$ cat src/rtl/m68k_bus_target.sv
// MC68000 bus target: eight 16-bit registers in a 16-byte window, with DTACK wait states.
// Optional BERR watchdog on unacknowledged strobes is built when WDOG_BERR_EN is defined.
module m68k_bus_target #(
  parameter logic [22:0] BASE_ADDR   = 23'h7F_FFF0,
  parameter int unsigned WAIT_STATES = 0,
  parameter logic [15:0] ID_VALUE    = 16'hA55A,
  parameter int unsigned WDOG_LIMIT  = 64
) (
  input  logic        M68K_CLK,
  input  logic        M68K_RESET_n,
  input  logic [22:0] M68K_A,
  input  logic [2:0]  M68K_FC,
  input  logic        M68K_AS_n,
  input  logic        M68K_UDS_n,
  input  logic        M68K_LDS_n,
  input  logic        M68K_RW,
  input  logic [15:0] M68K_D_IN,
  output logic [15:0] M68K_D_OUT,
  output logic        M68K_D_OE,
  output logic        M68K_DTACK_n,
  input  logic        M68K_DTACK_IN_n,
  output logic        M68K_BERR_n
);

  typedef enum logic [2:0] {StIdle, StWait, StAck, StRelease, StSkip} state_e;

  // BASE_ADDR is a byte address; bit 23 of the window is taken as zero.
  localparam logic [23:0] BaseByte = {1'b0, BASE_ADDR};
  localparam logic [3:0]  WaitLast = 4'(WAIT_STATES);

  logic [3:0]  sync1_q, sync2_q;
  logic        as_s, uds_s, lds_s, dtin_s;
  state_e      state_q, state_d;
  logic [3:0]  wcnt_q, wcnt_d;
  logic        dtack_q, dtack_d;
  logic        oe_q, oe_d;
  logic [15:0] dout_q, dout_d;
  logic [2:0]  sel_q;
  logic        rw_q, uds_q, lds_q;
  logic        capture, wr_en, hit;
  logic [15:0] rd_data;
  logic [15:0] regs_q [8];

  assign {as_s, uds_s, lds_s, dtin_s} = sync2_q;

  always_ff @(posedge M68K_CLK or negedge M68K_RESET_n) begin
    if (!M68K_RESET_n) begin
      sync1_q <= 4'hF;
      sync2_q <= 4'hF;
    end else begin
      sync1_q <= {M68K_AS_n, M68K_UDS_n, M68K_LDS_n, M68K_DTACK_IN_n};
      sync2_q <= sync1_q;
    end
  end

  // M68K_A[22:3] is A[23:4]; M68K_A[2:0] is A[3:1], the register select.
  assign hit     = (M68K_A[22:3] == BaseByte[23:4]) && (M68K_FC != 3'b111);
  assign rd_data = (M68K_A[2:0] == 3'd7) ? ID_VALUE : regs_q[M68K_A[2:0]];

  always_comb begin
    state_d = state_q;
    wcnt_d  = wcnt_q;
    dtack_d = dtack_q;
    oe_d    = oe_q;
    dout_d  = dout_q;
    capture = 1'b0;
    wr_en   = 1'b0;
    unique case (state_q)
      StIdle: begin
        if (!as_s && (!uds_s || !lds_s)) begin
          capture = 1'b1;
          wcnt_d  = '0;
          if (hit) begin
            state_d = StWait;
            if (M68K_RW) begin
              dout_d = rd_data;
              oe_d   = 1'b1;
            end
          end else begin
            state_d = StSkip;
          end
        end
      end
      StWait: begin
        if (as_s) begin
          state_d = StIdle;
          oe_d    = 1'b0;
        end else if (wcnt_q == WaitLast) begin
          state_d = StAck;
          dtack_d = 1'b0;
          wr_en   = !rw_q;
        end else begin
          wcnt_d = wcnt_q + 4'd1;
        end
      end
      StAck: begin
        if (as_s) begin
          state_d = StRelease;
          dtack_d = 1'b1;
          oe_d    = 1'b0;
        end
      end
      StRelease: state_d = StIdle;
      StSkip:    if (as_s) state_d = StIdle;
      default:   state_d = StIdle;
    endcase
  end

  always_ff @(posedge M68K_CLK or negedge M68K_RESET_n) begin
    if (!M68K_RESET_n) begin
      state_q <= StIdle;
      wcnt_q  <= '0;
      dtack_q <= 1'b1;
      oe_q    <= 1'b0;
      dout_q  <= '0;
      sel_q   <= '0;
      rw_q    <= 1'b1;
      uds_q   <= 1'b1;
      lds_q   <= 1'b1;
      for (int i = 0; i < 8; i++) regs_q[i] <= '0;
    end else begin
      state_q <= state_d;
      wcnt_q  <= wcnt_d;
      dtack_q <= dtack_d;
      oe_q    <= oe_d;
      dout_q  <= dout_d;
      if (capture) begin
        sel_q <= M68K_A[2:0];
        rw_q  <= M68K_RW;
        uds_q <= uds_s;
        lds_q <= lds_s;
      end
      // Register 7 is the read-only ID and never takes a write.
      if (wr_en && (sel_q != 3'd7)) begin
        if (!uds_q) regs_q[sel_q][15:8] <= M68K_D_IN[15:8];
        if (!lds_q) regs_q[sel_q][7:0]  <= M68K_D_IN[7:0];
      end
    end
  end

  assign M68K_D_OUT   = dout_q;
  assign M68K_D_OE    = oe_q;
  assign M68K_DTACK_n = dtack_q;

`ifdef WDOG_BERR_EN
  localparam logic [15:0] Limit = 16'(WDOG_LIMIT);

  logic [15:0] wdog_q;
  logic        berr_q;

  // Counts only while nobody on the bus has acknowledged; saturates at the limit.
  always_ff @(posedge M68K_CLK or negedge M68K_RESET_n) begin
    if (!M68K_RESET_n) begin
      wdog_q <= '0;
      berr_q <= 1'b1;
    end else if (as_s) begin
      wdog_q <= '0;
      berr_q <= 1'b1;
    end else if (dtin_s && dtack_q && (wdog_q != Limit)) begin
      wdog_q <= wdog_q + 16'd1;
      if ((wdog_q + 16'd1) == Limit) berr_q <= 1'b0;
    end
  end

  assign M68K_BERR_n = berr_q;
`else
  logic unused_wdog;
  assign unused_wdog = ^{dtin_s, WDOG_LIMIT[0]};
  assign M68K_BERR_n = 1'b1;
`endif

endmodule

$ cat config.mk
export PLATFORM = sky130hd
export DESIGN_NAME = m68k_bus_target
export DESIGN_NICKNAME = d
export VERILOG_FILES = /design/src/rtl/m68k_bus_target.sv
export SDC_FILE = /design/constraint.sdc
export NUM_CORES = 1
export LEC_CHECK = 0
export CAP_MARGIN = 20
export CORE_MARGIN = 2
export CORE_UTILIZATION = 57
export CTS_CLUSTER_DIAMETER = 30
export CTS_CLUSTER_SIZE = 25
export DETAILED_ROUTE_END_ITERATION = 10
export PLACE_DENSITY = 0.8
export SYNTH_ARGS = -nofsm -noshare
export SYNTH_HDL_FRONTEND = slang
export SYNTH_SLANG_ARGS = --single-unit
export TNS_END_PERCENT = 30
$ cat constraint.sdc
create_clock -name M68K_CLK -period 3.3 [get_ports M68K_CLK]
set_input_delay 0.99 -clock M68K_CLK [delete_from_list [all_inputs] [get_ports M68K_CLK]]
set_output_delay 0.99 -clock M68K_CLK [all_outputs]
set_load 0.005 [all_outputs]
Word level (Yosys, flattened, before mapping)
Cells that the tools add are included.
Storage, ports and cells
  output and inout bits: 19
  input port bits: 49
  register bits after elaboration: 167
Cells by class
  muxes and demuxes: 38
  bitwise gates (word level): 2
  $lt $le $gt $ge: 3
  equal/unequal tests: 17
  reduce and logical (&&, ||, !) cells: 20
  $add $sub $neg: 1
Operator list (number)
  $mux 128: 3
  $bwmux 128: 2
  $demux 16 s3: 2
  $mux 16: 4
  $bmux 16 s3: 1
  $eq 20x19->1 const B: 1
  $mux 3: 6
  $ne 2x2->1 const B: 8
  $reduce_and 4->1: 4
  $mux 1: 12
  $mux 4: 3
  $pmux 3 s4: 1
  $ne 3x3->1 const B: 3
  $ge 4x4->1 const B: 2
  $mux 8: 1
  $not 3->4: 2
  $pmux 4 s2: 1
  $eq 3x3->1 const B: 2
  $reduce_bool 2->1: 3
  $reduce_and 5->1: 1
  $add 4x1->4 const B: 1
  $logic_and 1x1->1: 4
  $logic_not 1->1: 4
  $logic_not 4->1: 1
  8 further kinds: 9

Longest topological paths before layout
  word-level depth: 10
  mapped depth: 7
  gate-level depth less buffers: 6

Worst setup path after synthesis
No wires, ideal clock.
  path kind: in2reg
  start point: in M68K_A[1]
  end point: reg dout_q[1] (netlist: M68K_D_OUT[1])
  data required time: 3.175 ns
  stages: 6
  library setup time: 0.125 ns
  data arrival time: 2.389 ns
  path slack: 0.786 ns
  cells stage by stage: clkbuf_1 clkbuf_1 mux2_2 o221ai_1 o221ai_1 mux2_2
On the way
  word-level cells in the longest chain between the ends: 5
  elaborated cells on any way between the ends: 6
  classes of those cells: eq/ne (1); mux (4); bitwise (1)
Ends and longest elaborated chain
  from (decl): RTL line 11  | input logic [22:0] M68K_A,
  $not 3->4 (implied by the code): RTL line 58  | assign rd_data = (M68K_A[2:0] == 3'd7) ? ID_VALUE : regs_q[M68K_A[2:0]];
  $bmux 16 s3: RTL line 58
  $mux 16 (implied by the code) (2 in a row): RTL line 58
  $mux 16 *: RTL line 58
  to (signal assigned): RTL line 126  | dout_q <= dout_d;
  to (decl): RTL line 37  | logic [15:0] dout_q, dout_d;
Mark *: on every way between the ends. The rest lies on a longest branch, timed or not. The select of a mux whose other input is x is not followed.
A chain may end at the register's enable or synchronous reset.

Worst setup path after layout
  start point: reg wcnt_q[0]
  end point: reg regs_q[50] (netlist name)
On the way
  word-level cells in the longest chain between the ends: 5
Ends and longest elaborated chain
  from (decl): RTL line 34  | logic [3:0] wcnt_q, wcnt_d;
  from (signal assigned): RTL line 123  | wcnt_q <= wcnt_d;
  $logic_not 4->1: RTL line 88  | end else if (wcnt_q == WaitLast) begin
  $mux 1: RTL line 88
  $mux 1: RTL line 85  | if (as_s) begin
  $mux 1: RTL line 68  | unique case (state_q)
  $logic_and 1x1->1: RTL line 134  | if (wr_en && (sel_q != 3'd7)) begin
  to (signal, indexed assignment): RTL line 135  | if (!uds_q) regs_q[sel_q][15:8] <= M68K_D_IN[15:8];
  to (signal, indexed assignment): RTL line 136  | if (!lds_q) regs_q[sel_q][7:0] <= M68K_D_IN[7:0];
  to (decl): RTL line 42  | logic [15:0] regs_q [8];
Every way passes these cells.

==> reports/qor.yml <==
run_status: "finished clean"
report.final.slew_viol_count: 0
dieArea_sq_um: 13000
tns_ns: 0
power_density_nw_per_um2: 498
coreArea_sq_um: 11900
ys_seq_area_share_pct: 54.1
cp_data_arrival_time_ns: 3.00
synth-simple-area-share_pct: 7.97
grt_pass1_wl_um: 24500
cts.sinks: 149
p_leak_nw: 3.88
p_comb_share_pct: 6.9
synth_compound_area_share_pct: 5.06
p_seq_share_pct: 46.1
yosys_register_bits: 149
path_class: "reg2reg"
grt_pass1_vias: 4622
syn_avg_cell_area_sq_um: 14.0
syn_nets: 546
fin_crit_ns: 2.70
num_vias: 4341
synth_xor_area_share_pct: 0.127
io_pins: 68
nets: 620
grt_antenna_before_repair: 0
fin_crit_sh_pct: 81.9
clock_latency_ns: 0.42
wl_per_cell_um: 20.5
timing.rr.start: "wcnt_q[0]$_DFFE_PN0P_"
rows: 40
p_switching_mw: 0.910
hold_violations: 0
worstPathRequired_ns: 3.60
cts_buffers: 17
cp-end-kind: "flop"
post-route-drc-count: 0
syn_inst: 495
clock.fmax_ghz: 0.370
muxShareOfSynthArea_pct: 30.1
setup_violations: 0
hp-start: "sync1_q[3]$_DFF_PN1_"
antenna_left: 0
fin_area_sq_um: 8370
post_cts.repair.setup_buffers: 0
tightest_slew_ns: 0.713
synthArstFlopShare_pct: 100
synth_edf_count: 0
ys_warn_count: 0
cts-root-buf: "clkbuf_16"
hold_buffers: 0
slew_headroom_pct: 52.1
grt_max_degree: 76
cts_max_level: 4
design_power_total_mw: 4.17
layout-drive-gt1-share_pct: 41.8
first_iter_violations: 218
sw_frac_of_total_pct: 21.8
postLayoutSetupSlackWorst_ns: 0.598
peakVddDrop_mv: 0.390
clk_pin_slew_ns: 0.06
synthToLayoutAreaGrowth_pct: 21.0
hpwl_um: 9920
dieHeight_um: 114
synthAdderAreaFrac_pct: 0.362
cp_max_fo: 8
post-route-util_pct: 70.3
clk_path_buf_depth: 2
ctsResizeCount: 0
io_buffer_count: 65
preCtsSetupSlack_ns: 0.476
skew_ns: 0.00889
gr-usage-all-layers_pct: 24.7
cap_violations: 0
start_util_pct: 58.1
antenna_cells: 0
p_int_mw: 3.26
gr-total-overflow: 0
synth_ff_type: "dfrtp_1"
viasPerCell: 5.95
synth.cell_area_sq_um: 6920
fp.dieW_um: 114
hold_path_class: "reg2reg"
routed_wl_um: 14900
clockPowerShare_pct: 47.0
synth_top_family_by_area: "multiplexers"
cp-start-kind: "flop"
drtPass1Iterations: 4
cts_tree: "done"
placed_area_sq_um: 7770
rsz0062_at_grt: "false"
synth_cell_type_count: 49
place.gp.congestion: 0.790
critPathLaunch: "wcnt_q[0]$_DFFE_PN0P_"
==> path summary, 6_finish.rpt <==
kind                       slack [ns]                endpoint  cells after the start
setup / recovery                 0.60  regs_q[50]$_DFFE_PN0P_                      6
hold / removal                   0.36    sync2_q[3]$_DFF_PN1_                      0
setup reg to reg                 0.60  regs_q[50]$_DFFE_PN0P_                      6
hold reg to reg                  0.36    sync2_q[3]$_DFF_PN1_                      0
max in group asynchronous        1.92    sync1_q[2]$_DFF_PN1_                      2
min in group asynchronous        0.59  regs_q[68]$_DFFE_PN0P_                      1
==> logic make-up (layout without fill, tap and decap cells) <==
| family | count (synthesis) | after routing |
|---|---|---|
| mux | 182 | 182 |
| xor+xnor | 1 | 1 |
| flops | 149 | 149 |
| simple gates | 78 | 78 |
| fa+ha+maj | 2 | 2 |
| compound gates | 49 | 49 |
| buf+inv | 33 | 120 |
| other cells | 1 | 1 |
==> through the flow <==
| step | instances | hold WS, ns |
|---|---|---|
| 2_1_floorplan | 495 | 0.345 |
| 3_5_place_dp | 697 | 0.349 |
| 4_1_cts | 729 | 0.358 |
| 6_report | 729 | 0.357 |
| 3_3_place_gp | 697 | 0.347 |
| 5_1_grt | 729 | 0.360 |
==> sequential cells by signal, summed over array words and instances (netlist names) <==
name,count
sel_q,3
M68K_DTACK_n,1
M68K_D_OE,1
wcnt_q,4
sync2_q,3
M68K_D_OUT,16
sync1_q,3
uds_q,1
regs_q,112
rw_q,1
lds_q,1
state_q,3
==> layer usage <==
metal  vias up  wire length (um)  GRT usage (%)
li1       1972                 -              -
met1      2272              6340           31.4
met2        85              7940           43.1
met3        12               503           5.08
met4         0               127           6.67
met5         -                 0              0
==> worst max-delay path, stage by stage, from the launching register on <==
cell and delay (ns):
dfrtp_1 0.43, inv_1 0.11, ha_1 0.16, nor3b_2 0.39, nand2_1 0.43, nor4_4 0.66, mux2_2 0.42
==> cells in the final DEF (no fill, tap or decap), types with 4 or more instances in the layout <==
master	instances
clkinv_2	4
mux2i_1	24
a31oi_1	9
dfrtp_1	139
nand3_1	4
clkdlybuf4s50_1	63
buf_4	15
nand2_1	15
inv_1	6
dfstp_2	10
nor2_1	9
o21ai_0	4
a21oi_1	5
o22ai_1	8
or3_1	4
or2_2	9
mux2_2	142
clkbuf_16	17
nand4_1	5
mux2_4	16
o221ai_1	16
nor4_4	4
==> cell type report <==
cell class,count,area (sq um)
clock inverters,9,125
fillers,824,3540
well taps,147,184
multi-input cells,313,3020
repair buffers,82,800
flip-flops and latches,149,3740
clock buffers,23,478
inverters,6,22.5
==> power groups by stage <==
stage	Clock [mW]	Sequential (mW)	Combinational [mW]
3_5_place_dp	0	1.95	0.291
5_1_grt	2.05	1.93	0.318
6_report	1.96	1.92	0.290
4_1_cts	1.99	1.92	0.293
3_3_place_gp	0	1.95	0.280
2_1_floorplan	0	1.93	0.156
==> synth_stat cells (3+ instances only) <==
cell type	number	area share, %
nand3_1	4	0.29
and3_1	3	0.27
nand2_1	15	0.81
o21ai_0	4	0.29
o22ai_1	8	0.72
nand4_1	5	0.45
or2_2	9	0.81
o221ai_1	16	2.0
inv_1	6	0.33
a31oi_1	9	0.81
a21oi_1	5	0.36
mux2i_1	24	3.5
dfrtp_1	139	50
nor2_1	9	0.49
mux2_4	16	3.5
nand2b_1	3	0.27
clkbuf_1	11	0.60
buf_2	10	0.72
nor4_4	4	1.2
dfstp_2	10	3.8
or3_1	4	0.36
mux2_2	142	23
No activity file was read; power rests on OpenSTA's default activity.
